## config.mk

```make
export PLATFORM = sky130hd
export DESIGN_NAME = tx_pkt_scheduler
export DESIGN_NICKNAME = d
export VERILOG_FILES = /design/src/rtl/tx_pkt_scheduler.sv
export SDC_FILE = /design/constraint.sdc
export NUM_CORES = 1
export LEC_CHECK = 0
export ABC_AREA = 1
export BUFFER_PORTS_ARGS = -buffer_cell sky130_fd_sc_hd__buf_2
export CORE_MARGIN = 1.5
export CORE_UTILIZATION = 46
export DETAILED_ROUTE_END_ITERATION = 12
export PLACE_DENSITY = 0.78
export SETUP_SLACK_MARGIN = 0.5
export SLEW_MARGIN = 20
export SYNTH_ARGS = -nofsm -noshare
export SYNTH_HDL_FRONTEND = slang
export SYNTH_SLANG_ARGS = --single-unit
```

## constraint.sdc

```tcl
create_clock -name clk -period 1.7 [get_ports clk]
set_input_delay 0.17 -clock clk [delete_from_list [all_inputs] [get_ports clk]]
set_output_delay 0.17 -clock clk [all_outputs]
set_load 0.05 [all_outputs]
```

## src/rtl/tx_pkt_scheduler.sv

```systemverilog
// Two-source round-robin TX packet scheduler feeding the packetizer.
// One-hot IDLE/SEND/GAP FSM with a SEND watchdog and inter-packet gap.
module tx_pkt_scheduler #(
    parameter int BYTES          = 1,
    parameter int GAP_CYCLES     = 16,
    parameter int TIMEOUT_CYCLES = 65535,
    localparam int BITS          = 8 * BYTES
) (
    input  logic              clk,
    input  logic              rst_n,
    input  logic              clk_enable,
    input  logic [1:0]        req,
    input  logic [31:0]       s_len,
    input  logic [1:0]        s_bpsk,
    input  logic [2*BITS-1:0] s_tdata,
    input  logic [1:0]        s_tvalid,
    input  logic [1:0]        s_tlast,
    output logic [1:0]        s_tready,
    output logic [BITS-1:0]   m_tdata,
    output logic              m_tvalid,
    output logic              m_tlast,
    output logic              m_tuser,
    input  logic              m_tready,
    output logic [15:0]       payload_length,
    output logic [3:0]        mode_ctrl,
    input  logic              pkt_sent,
    output logic [1:0]        grant,
    output logic              busy,
    output logic              timeout_err
);

    localparam logic [2:0] S_IDLE = 3'b001;
    localparam logic [2:0] S_SEND = 3'b010;
    localparam logic [2:0] S_GAP  = 3'b100;

    localparam logic [3:0]  MODE_MIX = 4'b0100;
    localparam logic [15:0] WD_LIMIT = 16'(TIMEOUT_CYCLES);
    localparam logic [15:0] GAP_LAST = 16'(GAP_CYCLES - 1);

    logic [2:0]  state_q, state_d;
    logic [1:0]  grant_q, grant_d;
    logic        last_q, last_d;
    logic [15:0] len_q, len_d;
    logic        tuser_q, tuser_d;
    logic [3:0]  mode_q, mode_d;
    logic        terr_q, terr_d;
    logic [15:0] wdog_q, wdog_d;
    logic [15:0] gap_q, gap_d;

    logic        pick;
    logic        in_send;

    assign in_send = state_q[1];

    // Round-robin pick; a lone requester wins outright.
    always_comb begin
        pick = 1'b0;
        unique case (req)
            2'b01:   pick = 1'b0;
            2'b10:   pick = 1'b1;
            2'b11:   pick = ~last_q;
            default: pick = 1'b0;
        endcase
    end

    always_comb begin
        state_d = state_q;
        grant_d = grant_q;
        last_d  = last_q;
        len_d   = len_q;
        tuser_d = tuser_q;
        mode_d  = mode_q;
        terr_d  = terr_q;
        wdog_d  = wdog_q;
        gap_d   = gap_q;
        if (clk_enable) begin
            mode_d = MODE_MIX;
            unique case (1'b1)
                state_q[0]: begin
                    if (|req) begin
                        state_d = S_SEND;
                        grant_d = pick ? 2'b10 : 2'b01;
                        last_d  = pick;
                        len_d   = pick ? s_len[31:16] : s_len[15:0];
                        tuser_d = s_bpsk[pick];
                        wdog_d  = 16'd1;
                    end
                end
                state_q[1]: begin
                    if (pkt_sent) begin
                        state_d = S_GAP;
                        grant_d = 2'b00;
                        gap_d   = 16'd0;
                        wdog_d  = 16'd0;
                    end else if (wdog_q == WD_LIMIT) begin
                        state_d = S_GAP;
                        grant_d = 2'b00;
                        terr_d  = 1'b1;
                        gap_d   = 16'd0;
                        wdog_d  = 16'd0;
                    end else begin
                        wdog_d = wdog_q + 16'd1;
                    end
                end
                state_q[2]: begin
                    if (gap_q == GAP_LAST) begin
                        state_d = S_IDLE;
                        gap_d   = 16'd0;
                    end else begin
                        gap_d = gap_q + 16'd1;
                    end
                end
                default: begin
                    state_d = S_IDLE;
                    grant_d = 2'b00;
                end
            endcase
        end
    end

    always_ff @(posedge clk) begin
        if (!rst_n) begin
            state_q <= S_IDLE;
            grant_q <= 2'b00;
            last_q  <= 1'b1;
            len_q   <= 16'd0;
            tuser_q <= 1'b1;
            mode_q  <= 4'b0000;
            terr_q  <= 1'b0;
            wdog_q  <= 16'd0;
            gap_q   <= 16'd0;
        end else begin
            state_q <= state_d;
            grant_q <= grant_d;
            last_q  <= last_d;
            len_q   <= len_d;
            tuser_q <= tuser_d;
            mode_q  <= mode_d;
            terr_q  <= terr_d;
            wdog_q  <= wdog_d;
            gap_q   <= gap_d;
        end
    end

    // last_q doubles as the active source index while in SEND.
    always_comb begin
        m_tdata  = '0;
        m_tvalid = 1'b0;
        m_tlast  = 1'b0;
        s_tready = 2'b00;
        if (in_send) begin
            m_tdata  = last_q ? s_tdata[2*BITS-1:BITS] : s_tdata[BITS-1:0];
            m_tvalid = s_tvalid[last_q];
            m_tlast  = s_tlast[last_q];
            s_tready[last_q] = m_tready;
        end
    end

    assign m_tuser        = tuser_q;
    assign payload_length = len_q;
    assign mode_ctrl      = mode_q;
    assign grant          = grant_q;
    assign busy           = ~state_q[0];
    assign timeout_err    = terr_q;

endmodule

```

==> flow_summary.ini <==
[run_status]
status = finished, final reports clean

[grt]
use_met3_pct = 6.57
grt_usage_pct = 28.0
grt-ovfl-total = 0
grt_pass1_vias = 3612
top_usage_layer = met2
grt_max_degree = 23
grt_pass1_wl_mm = 16.5
use_met2_pct = 48.5
grt_util_met1_pct = 33.1
antenna_found_initial = 0

[pwr]
power_uw = 3960
power.share.clock_pct = 35.6
p_switching_uw = 1340
p_comb_share_pct = 27.5
p_leak_uw = 0.00217
power.internal_uw = 2620
p_per_area_nw_per_um2 = 786
p_seq_share_pct = 36.8
p_sw_share_pct = 33.8
ir_drop_uv = 602

[clocking]
clk_latency_ns = 0.35
clockRootBuffer = clkbuf_8
cts.sinks = 57
cts_inserted_buffers = 9
clk_path_buf_depth = 2
clk_pin_slew_ns = 0.07
htree_levels = 3
cts_hold_buf = 0
cts_tree = yes

[timing]
hold_viol = 0
whs_ns = 0.0785
maxSlewViolCount = 0
rsz0062_at_grt = true
worstMarginPinSlew_ns = 0.541
fin_skew_ns = 0.0117
fin_crit_ns = 1.67
maxSlewHeadroom_pct = 63.9
setup_viol = 0
fmax_mhz = 600
period_share_pct = 98.0

[drt]
via_per_inst = 5.66
wl_per_cell_um = 16.2
drt-total-wl_mm = 11.8
drt-initial-drc-count = 365
vias = 4118
first_pass_iters = 7
drc_errors = 0
drtAntennaViolNets = 0

[worst_setup_path]
cp.arrival_ns = 1.90
cp.required_ns = 1.94
critPathKind = flop to flop
end_kind = flop
start_kind = flop
cp_max_fo = 6

[cells_and_area]
n_fill_cell = 465
final_common_cell = nand2_1
mostFrequentLayoutCells = 110 x nand2_1, 82 x buf_2, 75 x nor2_1
syn2layout_area_growth_pct = 57.2
multiInputGateArea_um2 = 2230
post-route-util_pct = 74.6
regArea_um2 = 1170
nets = 705
diodes = 0
drive_gt1_share_pct = 42.8

[placement]
dp.final_hpwl_mm = 6.28
io_buffers = 94
place.gp.congestion = 0.950

[die]
fp.dieH_um = 86.5
start_util_pct = 47.5
ioPinCount = 98
design.core.area_um2 = 6760
die_x_um = 86.5
dieArea_um2 = 7480
rows = 30

[logic_synthesis]
yosysSeqAreaShare_pct = 35.6
synth-edff-count = 0
yosysWarnings = 0
ys_ff_latch = 57
async_flop_share_pct = 0
synthCells = 502
synth.distinct_cells = 34
synth_area_um2 = 3210
synth_ff_type = dfxtp_1
synth_area_per_cell_um2 = 6.39

[run]
maxCapViolCount = 0

[min_path]
hold_class = input port to flop
==> metal layers <==
| metal | vias to the layer above | share of wire, % |
|---|---|---|
| met5 | - | 0 |
| met4 | 0 | 4.4 |
| met3 | 65 | 8.1 |
| met2 | 291 | 49 |
| met1 | 1877 | 38 |
| li1 | 1885 | - |
==> critical path: stages (launching register included) <==
cell and delay, ns:
dfxtp_2 0.37, ha_4 0.16, nand2_4 0.06, nor2_4 0.11, nand2_4 0.08, o21ai_4 0.24
nand3_4 0.18, buf_6 0.16, o21bai_1 0.13, nor2_1 0.07
==> stage by stage <==
step	cells	setup TNS (ns)	instance area (um^2)	setup WS (ns)
after floorplan	504	0	3400	0.234
after global placement	676	0	3970	0.152
after detailed placement	676	0	3970	0.0769
after CTS	714	0	4740	0.188
after global routing	727	-0.150	5040	-0.0376
final	727	0	5040	0.0345
==> sequential cells by signal (all words and copies together) (netlist names) <==
| name | flops |
|---|---|
| gap_q | 16 |
| grant | 2 |
| last_q | 1 |
| m_tuser | 1 |
| mode_ctrl | 1 |
| payload_length | 16 |
| state_q | 3 |
| timeout_err | 1 |
| wdog_q | 16 |
==> worst paths after layout <==
path	startpoint	end	slack (ns)	depth (start not counted)
worst max-delay path	wdog_q[0]$_SDFFE_PN0P_	gap_q[4]$_SDFFE_PN0P_	0.03	9
worst min register to register	m_tuser$_SDFFE_PN1P_	m_tuser$_SDFFE_PN1P_	0.47	2
worst min-delay path	s_len[24]	payload_length[8]$_SDFFE_PN0P_	0.08	3
worst max register to register	wdog_q[0]$_SDFFE_PN0P_	gap_q[4]$_SDFFE_PN0P_	0.03	9
==> logic make-up (layout without fill, tap and decap cells) <==
logic type,after synthesis,in the layout,share of synthesized area [%]
AND/OR/NAND/NOR,285,285,37.7
flip-flops,57,57,35.6
adder cells (fa/ha/maj),2,2,0.780
other,1,3,0.117
buffers and inverters,68,211,8.82
AO/OA/AOI/OAI,77,77,13.8
XOR/XNOR,12,12,3.28
==> layout make-up <==
| class | instances | area share [%] |
|---|---|---|
| Clock inverter | 6 | 1.64 |
| Tap cell | 80 | 1.99 |
| Timing Repair Buffer | 147 | 22.4 |
| Clock buffer | 10 | 2.53 |
| Sequential cell | 57 | 23.2 |
| Inverter | 47 | 3.87 |
| Multi-Input combinational cell | 379 | 44.2 |
| Timing Repair inverter | 1 | 0.149 |
==> power by group through the flow <==
| stage | Clock (uW) | Combinational [uW] | Sequential (uW) |
|---|---|---|---|
| floorplan | 0 | 442 | 1610 |
| global placement | 0 | 774 | 1470 |
| detailed placement | 0 | 787 | 1470 |
| CTS | 1390 | 955 | 1450 |
| global route | 1470 | 1150 | 1460 |
| finish | 1410 | 1090 | 1460 |
==> what timing repair did <==
action                     4_1_cts  5_1_grt
cloned                           3        4
pin swaps                       29       22
setup buffers                   19        9
setup endpoints to repair       61       69
gates resized for setup        120       44
==> cell usage after synthesis, drive strengths merged (2+ instances only) <==
cell type	count	area share, %
nand2	128	15
nor2	113	14
dfxtp	57	36
inv	46	5.4
o21ai	39	6.6
nand3	27	4.4
a31oi	19	3.7
a21oi	13	2.1
buf	11	2.1
clkbuf	10	1.2
xor2	10	2.7
nand4	9	1.8
nor3	6	1.3
o21bai	5	1.2
ha	2	0.78
xnor2	2	0.55
Note: power is estimated with default switching activity, not from simulation.
